### src/rtl/spart_rx.sv
// spart_rx: receive half of the SPART. It assembles oversampled 8N1 frames, LSB first,
// into a byte holding register and reports data-ready, framing error and overrun.
module spart_rx #(
    parameter int DW  = 8,
    parameter int OVS = 16
) (
    input  logic          clk,
    input  logic          rst,
    input  logic          rxd,
    input  logic          brg_tick,
    input  logic          rd,
    output logic [DW-1:0] rx_data,
    output logic          rda,
    output logic          framing_err,
    output logic          overrun
);
    localparam int SW = $clog2(OVS);
    localparam int BW = $clog2(DW + 1);

    typedef enum logic [2:0] {IDLE, START, DATA, STOP, BRK} state_t;

    state_t        state_q;
    logic [SW-1:0] samp_cnt_q;
    logic [BW-1:0] bit_cnt_q;
    logic [DW-1:0] shift_q;
    logic          rxd_m_q, rxd_s_q;
    logic [DW-1:0] rx_data_q, rx_data_d;
    logic          rda_q, rda_d;
    logic          framing_err_q, framing_err_d;
    logic          overrun_q, overrun_d;
    logic          mid_half, mid_bit, load, stop_bad;

    assign mid_half = samp_cnt_q == SW'(OVS / 2 - 1);
    assign mid_bit  = samp_cnt_q == SW'(OVS - 1);
    assign load     = brg_tick && state_q == STOP && mid_bit && rxd_s_q;
    assign stop_bad = brg_tick && state_q == STOP && mid_bit && !rxd_s_q;

    // Two-flop synchronizer for the asynchronous line; it resets to the idle-high level.
    always_ff @(posedge clk) begin
        if (rst) begin
            rxd_m_q <= 1'b1;
            rxd_s_q <= 1'b1;
        end else begin
            rxd_m_q <= rxd;
            rxd_s_q <= rxd_m_q;
        end
    end

    // Frame FSM. It moves only on baud ticks and samples each bit at its centre.
    always_ff @(posedge clk) begin
        if (rst) begin
            state_q    <= IDLE;
            samp_cnt_q <= '0;
            bit_cnt_q  <= '0;
            shift_q    <= '0;
        end else if (brg_tick) begin
            case (state_q)
                IDLE: begin
                    if (!rxd_s_q) begin
                        state_q    <= START;
                        samp_cnt_q <= '0;
                    end
                end
                START: begin
                    if (mid_half) begin
                        state_q    <= rxd_s_q ? IDLE : DATA;
                        samp_cnt_q <= '0;
                        bit_cnt_q  <= '0;
                    end else begin
                        samp_cnt_q <= samp_cnt_q + SW'(1);
                    end
                end
                DATA: begin
                    if (mid_bit) begin
                        shift_q    <= {rxd_s_q, shift_q[DW-1:1]};
                        samp_cnt_q <= '0;
                        bit_cnt_q  <= bit_cnt_q + BW'(1);
                        if (bit_cnt_q == BW'(DW - 1)) state_q <= STOP;
                    end else begin
                        samp_cnt_q <= samp_cnt_q + SW'(1);
                    end
                end
                STOP: begin
                    if (mid_bit) begin
                        state_q    <= rxd_s_q ? IDLE : BRK;
                        samp_cnt_q <= '0;
                    end else begin
                        samp_cnt_q <= samp_cnt_q + SW'(1);
                    end
                end
                BRK: begin
                    if (rxd_s_q) state_q <= IDLE;
                end
                default: state_q <= IDLE;
            endcase
        end
    end

    // Bus-side status. A load beats a same-cycle read, and a read clears overrun.
    always_comb begin
        rx_data_d     = load ? shift_q : rx_data_q;
        rda_d         = load | (rda_q & ~rd);
        overrun_d     = (load & rda_q & ~rd) | (overrun_q & ~rd);
        framing_err_d = stop_bad | (framing_err_q & ~load);
    end

    // Holding register and sticky flags. These are serviced on every clock, with or without a tick.
    always_ff @(posedge clk) begin
        if (rst) begin
            rx_data_q     <= '0;
            rda_q         <= 1'b0;
            framing_err_q <= 1'b0;
            overrun_q     <= 1'b0;
        end else begin
            rx_data_q     <= rx_data_d;
            rda_q         <= rda_d;
            framing_err_q <= framing_err_d;
            overrun_q     <= overrun_d;
        end
    end

    assign rx_data     = rx_data_q;
    assign rda         = rda_q;
    assign framing_err = framing_err_q;
    assign overrun     = overrun_q;
endmodule
### config.mk
export PLATFORM = sky130hd
export DESIGN_NAME = spart_rx
export DESIGN_NICKNAME = d
export VERILOG_FILES = /design/src/rtl/spart_rx.sv
export SDC_FILE = /design/constraint.sdc
export NUM_CORES = 1
export LEC_CHECK = 0
export CAP_MARGIN = 10
export CELL_PAD_IN_SITES_DETAIL_PLACEMENT = 1
export CELL_PAD_IN_SITES_GLOBAL_PLACEMENT = 1
export CORE_MARGIN = 2
export CORE_UTILIZATION = 44
export DETAILED_ROUTE_END_ITERATION = 8
export PLACE_DENSITY = 0.93
export SYNTH_ARGS = -nofsm -noshare
export SYNTH_HDL_FRONTEND = slang
export SYNTH_SLANG_ARGS = --single-unit
### constraint.sdc
create_clock -name clk -period 3.9 [get_ports clk]
set_input_delay 0.78 -clock clk [delete_from_list [all_inputs] [get_ports clk]]
set_output_delay 0.78 -clock clk [all_outputs]
set_load 0.005 [all_outputs]
==> impl_metrics.ini, run 1 <==
[synthesis]
synthesis.nets = 171
synth_seq_area_share_pct = 45.5
synthArstFlopShare_pct = 0
synthDistinctLibCells = 38
synth_edf_count = 0
synth_ff_type = dfxtp_1
ys_warn_count = 0
synth-seq-cells = 32
synth_cells = 164
synth.avg_cell_area_sq_um = 8.58
syn_area_sq_um = 1410

[final_layout]
antennaDiodeCount = 0
area_delta_synth_final_pct = 17.7
seq_area_sq_um = 641
mostFrequentLayoutCells = 33 x nand2_1, 32 x dfxtp_1, 24 x a21oi_1, 15 x clkdlybuf4s50_1, 8 x nor2_1
multi_input_area_sq_um = 712
final_net_count = 183
drive_gt1_share_pct = 9.04
layout_commonest_cell = nand2_1
fill_cells = 369
final_area_sq_um = 1660

[placement]
preCtsSetupSlack_ps = 1450
io_buffer_count = 15
place_area_sq_um = 1560
gp_congestion = 0.755
dpl.hpwl_microns = 2150

[power]
powerDensity_nw_per_um2 = 385
leakagePower_nw = 0.537
ir_drop_uv = 191

[worst_setup_path]
crit_chain = clkdlybuf4s50_1 > or2_2
critical_path.top_delay_family = buffers and inverters
critical_path.max_fanout = 32
critPathRequiredTime_ps = 4150
r2r_slack_ps = 2170
crit_buf_inv = 1
criticalPathCategory = primary input to register
cp-start-kind = primary input
slowest_delay_ps = 1010
cp_slowest_cell = clkdlybuf4s50_1
cp-end-kind = register
crit_arrival_ps = 2350

[detailed_routing]
drt_iter0_drc = 28
viasPerCell = 5.28
wl_microns = 3150
postRouteAntennaNets = 0
drc_errors = 0
routed_wire_length_per_instance_microns = 14.2
vias = 1167
drtPass1Iterations = 4

[global_route]
track_usage_pct = 19.2
grt_pass1_wl_microns = 5090
antenna_found_initial = 0
grt_max_degree = 33
grt_remaining_overflow = 0
grt_pass1_vias = 1133

[sta]
tightest_slew_ps = 1170
setup_ws_ps = 1790
finalCritPeriodShare_pct = 54.0
period_needed_ps = 2110
drv_slew = 0
finalSetupTns_ps = 0
relSlewSlack_pct = 21.5
finalHoldViolCount = 0
rsz0062_at_grt = no
setup_viol = 0
fmax_mhz = 474
fin_hold_ws_ps = 454
fin_skew_ps = 9.46

[clocking]
cts_hold_buf = 0
post_cts_resized = 0
root_buffer = clkbuf_4
clk_pin_slew_ps = 100
worstSkewPairLatency_ps = 350
cts.sinks = 32
cts.path.max_buffers = 2
cts.htree.levels = 2
cts_buffers = 5
postCtsSetupRepairBufs = 0
cts_tree = built

[job]
cap_violations = 0

[floorplanning]
io_pins = 16
die_w_microns = 60.6
coreArea_sq_um = 3050
dieArea_sq_um = 3670
num_rows = 20
start_util_pct = 46.1
fp.dieH_microns = 60.6

[status]
status = complete, no violations

[hold_path]
min_path_type = register to register
-- logic make-up (layout without fill, tap and decap cells) --
| family | Yosys count | after routing | synth area share (%) |
|---|---|---|---|
| flip-flops | 32 | 32 | 45.5 |
| multiplexers | 3 | 3 | 2.13 |
| AO/OA/AOI/OAI | 41 | 41 | 18.6 |
| buffers and inverters | 11 | 24 | 3.91 |
| XOR/XNOR | 2 | 2 | 1.24 |
| AND/OR/NAND/NOR | 73 | 73 | 26.8 |
| adder cells (fa/ha/maj) | 2 | 2 | 1.78 |
-- Yosys cell counts (3+ instances only) --
| cell type | instances | share of area (%) |
|---|---|---|
| nor2_1 | 8 | 2.1 |
| dfxtp_1 | 32 | 46 |
| mux2i_1 | 3 | 2.1 |
| nand2_1 | 33 | 8.8 |
| and2_1 | 4 | 1.8 |
| clkbuf_1 | 3 | 0.80 |
| o21ai_0 | 3 | 1.1 |
| nand2b_1 | 3 | 1.3 |
| o21ai_1 | 3 | 1.1 |
| or2_2 | 3 | 1.3 |
| nor3_1 | 4 | 1.4 |
| a21oi_1 | 24 | 8.5 |
| nand3b_1 | 3 | 1.6 |
| buf_2 | 5 | 1.8 |
| nand3_1 | 4 | 1.4 |
-- cell type report --
cell class	instances	share of cell area, %
timing repair buffer	15	9.06
tap	44	3.32
clock inverter	1	1.81
sequential	32	38.7
multi-input combinational	121	43.0
inverter	1	0.227
clock buffer	7	3.93
-- through the flow --
| stage | total power, mW | util (%) | std cells |
|---|---|---|---|
| floorplan | 0.352 | - | 164 |
| detailed placement | 0.359 | 51.1 | 213 |
| global placement | 0.358 | 51.1 | 213 |
| global route | 0.664 | 54.3 | 221 |
| CTS | 0.644 | 54.3 | 221 |
| finish | 0.639 | 54.3 | 221 |
-- per-layer routing --
metal,routed length (microns),GRT usage [%],vias up
li1,-,-,594
met1,1480,23.5,542
met2,1480,30.4,20
met3,112,5.33,11
met4,78,10.9,0
met5,0,0,-
-- final timing paths --
kind,from,end,cells past startpoint
setup / recovery,rst,rxd_m_q,2
hold / removal,rxd_m_q,rxd_s_q,1
setup reg to reg,samp_cnt_q[0],bit_cnt_q[3],5
hold reg to reg,rxd_m_q,rxd_s_q,1
-- sequential cells by signal, indices dropped and copies added (netlist names), named ones only --
| register | count |
|---|---|
| rx_data | 8 |
| shift_q | 8 |
| bit_cnt_q | 4 |
| samp_cnt_q | 4 |
| state_q | 3 |
| overrun | 1 |
| rda | 1 |
| rxd_m_q | 1 |
| rxd_s_q | 1 |
-- power by group --
group | switching (mW) | total (mW) | internal [mW]
clock network | 0.117 | 0.287 | 0.170
logic | 0.0115 | 0.0204 | 0.00886
registers | 0.00292 | 0.331 | 0.328
total | 0.131 | 0.639 | 0.507
Power figures use the tool's default switching activity.
==> inputs of run 2 (changes only) <==
Settings changed: CORE_UTILIZATION 44 to 41, PLACE_DENSITY 0.93 to 0.88.
Clock period 3.9 ns to 2 ns, I/O delays scaled along.
==> run 2 against run 1 <==
Against the previous run:
- combinational power rose by 100%
- via count up 3.4%
- sequential power rose by 95%
- worst hold slack lost 31 ps
- critical path depth increased by 3
- wire length increased by 3.9%
- design area increased by 0.38%
- non-clock buffer count grew 3
- setup slack worse by 1500 ps
- flip-flop and latch count did not move
- first-iteration DRC count rose by 54%
- power is 83% higher
==> impl_metrics.ini, run 2 (synthesized netlist as in run 1, its figures left out) <==
[clocking]
root_buffer = clkbuf_4
worstSkewPairLatency_ps = 340
postCtsSetupRepairBufs = 0
clk_pin_slew_ps = 90
cts_buffers = 5
cts.path.max_buffers = 2
cts_hold_buf = 0
post_cts_resized = 0
cts_tree = built
cts.htree.levels = 2
cts.sinks = 32

[global_route]
grt_remaining_overflow = 0
grt_pass1_wl_microns = 5780
grt_pass1_vias = 1243
grt_max_degree = 31
track_usage_pct = 18.6
antenna_found_initial = 0

[detailed_routing]
routed_wire_length_per_instance_microns = 14.5
drtPass1Iterations = 4
postRouteAntennaNets = 0
wl_microns = 3270
vias = 1207
viasPerCell = 5.34
drt_iter0_drc = 43
drc_errors = 0

[worst_setup_path]
r2r_slack_ps = 290
critPathRequiredTime_ps = 2260
slowest_delay_ps = 400
cp_slowest_cell = dfxtp_1
criticalPathCategory = register to register
cp-end-kind = register
crit_arrival_ps = 1970
crit_chain = ha_1 > and4_1 > and3_1 > a21oi_1 > nor3_1
cp-start-kind = register
critical_path.max_fanout = 10
crit_buf_inv = 0
critical_path.top_delay_family = simple AND/OR/NAND/NOR gates

[hold_path]
min_path_type = register to register

[sta]
relSlewSlack_pct = 66.5
tightest_slew_ps = 500
fin_skew_ps = 10.5
drv_slew = 0
finalHoldViolCount = 0
rsz0062_at_grt = no
fmax_mhz = 585
finalCritPeriodShare_pct = 85.4
finalSetupTns_ps = 0
setup_viol = 0
period_needed_ps = 1710
setup_ws_ps = 291

[floorplanning]
fp.dieH_microns = 62.6
num_rows = 21
start_util_pct = 42.5
coreArea_sq_um = 3310
dieArea_sq_um = 3920
io_pins = 16
die_w_microns = 62.6

[placement]
dpl.hpwl_microns = 2360
place_inst = 218
gp_congestion = 0.766
io_buffer_count = 15
preCtsSetupSlack_ps = 16.3

[power]
p_total_mw = 1.17
leakagePower_nw = 0.542
power_frac_comb_pct = 3.5
netSwitchingPower_mw = 0.247
power.internal_mw = 0.920
ir_drop_uv = 323
powerDensity_nw_per_um2 = 702
pwr-share-seq_pct = 55.3
clkPwrFrac_pct = 41.2
p_sw_share_pct = 21.2

[final_layout]
instances_no_fill = 226
mostFrequentLayoutCells = 33 x nand2_1, 32 x dfxtp_1, 24 x a21oi_1, 15 x clkdlybuf4s50_1, 8 x nor2_1
area_delta_synth_final_pct = 18.1
final_net_count = 186
drive_gt1_share_pct = 10.0
post-route-util_pct = 50.2
layout_commonest_cell = nand2_1
antennaDiodeCount = 0

[status]
status = complete, no violations

[job]
cap_violations = 0
==> run 2: cell types whose count changed in the layout (fill, tap and decap cells not counted) <==
| cell | delta |
|---|---|
| buf_4 | +3 |
| clkbuf_1 | +1 |
| clkinv_2 | +1 |
| clkbuf_8 | -2 |
==> run 2: worst paths after layout <==
path              to          start  cells after the start
min          rxd_s_q        rxd_m_q                      1
max reg2reg  overrun  samp_cnt_q[0]                      5
min reg2reg  rxd_s_q        rxd_m_q                      1
max          overrun  samp_cnt_q[0]                      5
==> run 2: metrics by stage <==
step / hold slack, ps / area (sq um)
floorplan: 389 / 1410
global placement: 395 / 1590
detailed placement: 403 / 1590
CTS: 429 / 1660
global route: 442 / 1660
finish: 423 / 1660
==> run 2: worst register-to-register path, cell delays in order (launching register included) <==
cell,delay [ps]
dfxtp_1,400
ha_1,260
and4_1,310
and3_1,400
a21oi_1,130
nor3_1,130
==> run 2: power groups by stage <==
stage	Sequential [mW]	Clock (mW)	Combinational (mW)
global placement	0.660	0	0.0392
CTS	0.646	0.494	0.0411
detailed placement	0.660	0	0.0410
global route	0.647	0.533	0.0446
finish	0.646	0.481	0.0411
floorplan	0.656	0	0.0299
==> run 2: final cells by class <==
| cell class | count | area (sq um) |
|---|---|---|
| Fill cell | 408 | 1650 |
| Multi-Input combinational cell | 121 | 712 |
| Sequential cell | 32 | 641 |
| Timing Repair Buffer | 18 | 173 |
| Tap cell | 46 | 57.6 |
| Clock buffer | 6 | 41.3 |
| Clock inverter | 2 | 35.0 |
| Inverter | 1 | 3.75 |
==> run 2: layer usage <==
layer / GRT usage (%) / up-vias / wire, microns
met5: 0 / - / 0
met1: 21.3 / 576 / 1380
met3: 5.41 / 9 / 129
met2: 32.8 / 28 / 1690
met4: 6.67 / 0 / 68
li1: - / 594 / -
==> inputs of run 3 (changes only) <==
Settings changed: RECOVER_POWER from default to 25, SKIP_CTS_REPAIR_TIMING from default to 1, SLEW_MARGIN from default to 20.
==> run 3 against run 2 <==
Against the previous run:
- first-iteration DRC count is the same
- highest routed layer unchanged
- combinational power shrank 1%
- critical path type unchanged
- wire length is essentially flat
- largest cell class unchanged
- setup slack is essentially flat
==> impl_metrics.ini, run 3 (synthesized netlist as in run 1, its figures left out) <==
[status]
status = complete, no violations

[worst_setup_path]
critPathRequiredTime_ps = 2260
cp-end-kind = register
criticalPathCategory = register to register
crit_arrival_ps = 1970
critical_path.max_fanout = 10
cp-start-kind = register

[placement]
io_buffer_count = 15
gp_congestion = 0.766
dpl.hpwl_microns = 2360
place_inst = 218
place_area_sq_um = 1590
preCtsSetupSlack_ps = 16.3

[detailed_routing]
viasPerCell = 5.34
drc_errors = 0
drtPass1Iterations = 4
postRouteAntennaNets = 0
routed_wire_length_per_instance_microns = 14.5
vias = 1207
wl_microns = 3270
drt_iter0_drc = 43

[sta]
fmax_mhz = 585
finalHoldViolCount = 0
period_needed_ps = 1710
tightest_slew_ps = 500
setup_viol = 0
finalSetupTns_ps = 0
setup_ws_ps = 291
drv_slew = 0
finalCritPeriodShare_pct = 85.4
relSlewSlack_pct = 66.5
fin_hold_ws_ps = 423
rsz0062_at_grt = no
fin_skew_ps = 10.5

[job]
cap_violations = 0

[clocking]
worstSkewPairLatency_ps = 340
cts.sinks = 32
cts_buffers = 5
cts.htree.levels = 2
clk_pin_slew_ps = 90
cts.path.max_buffers = 2
root_buffer = clkbuf_4
cts_tree = built

[floorplanning]
num_rows = 21
die_w_microns = 62.6
start_util_pct = 42.5
io_pins = 16
fp.dieH_microns = 62.6
coreArea_sq_um = 3310
dieArea_sq_um = 3920

[global_route]
grt_remaining_overflow = 0
track_usage_pct = 18.6
grt_pass1_wl_microns = 5780
grt_max_degree = 31
grt_pass1_vias = 1243
antenna_found_initial = 0

[final_layout]
final_net_count = 186
final_area_sq_um = 1660
mostFrequentLayoutCells = 33 x nand2_1, 32 x dfxtp_1, 24 x a21oi_1, 9 x clkdlybuf4s50_1, 8 x nor2_1
drive_gt1_share_pct = 10.0
layout_commonest_cell = nand2_1
instances_no_fill = 226
antennaDiodeCount = 0
area_delta_synth_final_pct = 18.1
post-route-util_pct = 50.2

[power]
leakagePower_nw = 0.560
ir_drop_uv = 323
powerDensity_nw_per_um2 = 702
p_total_mw = 1.17

[hold_path]
min_path_type = register to register
==> run 3: critical path, stage by stage, from the launching register on <==
cell and delay (ps):
dfxtp_1 400, ha_1 260, and4_1 310, and3_1 400, a21oi_1 120, nor3_1 130
==> run 3: power breakdown <==
| group | internal (mW) | total, mW | switching [mW] |
|---|---|---|---|
| sequential | 0.640 | 0.646 | 0.00559 |
| combinational | 0.0180 | 0.0407 | 0.0227 |
| clock | 0.262 | 0.481 | 0.219 |
| total | 0.920 | 1.17 | 0.247 |
==> run 3: worst paths after layout <==
check / from / end / slack [ps] / depth (start not counted)
worst max register to register: samp_cnt_q[0] / overrun / 290 / 5
worst min register to register: rxd_m_q / rxd_s_q / 420 / 1
worst max-delay path: samp_cnt_q[0] / overrun / 290 / 5
worst min-delay path: rxd_m_q / rxd_s_q / 420 / 1
==> run 3: routing by layer <==
layer	up-vias	track usage (%)	wire, microns
met5	-	0	0
met4	0	6.67	68
met3	9	5.41	129
met2	28	32.8	1690
met1	576	21.3	1380
li1	594	-	-
==> run 3: layout make-up <==
| cell class | count | area (sq um) |
|---|---|---|
| fill | 408 | 1650 |
| inverter | 1 | 3.75 |
| multi-input combinational | 121 | 712 |
| timing repair buffer | 18 | 173 |
| clock inverter | 2 | 35.0 |
| tap | 46 | 57.6 |
| sequential | 32 | 641 |
| clock buffer | 6 | 41.3 |
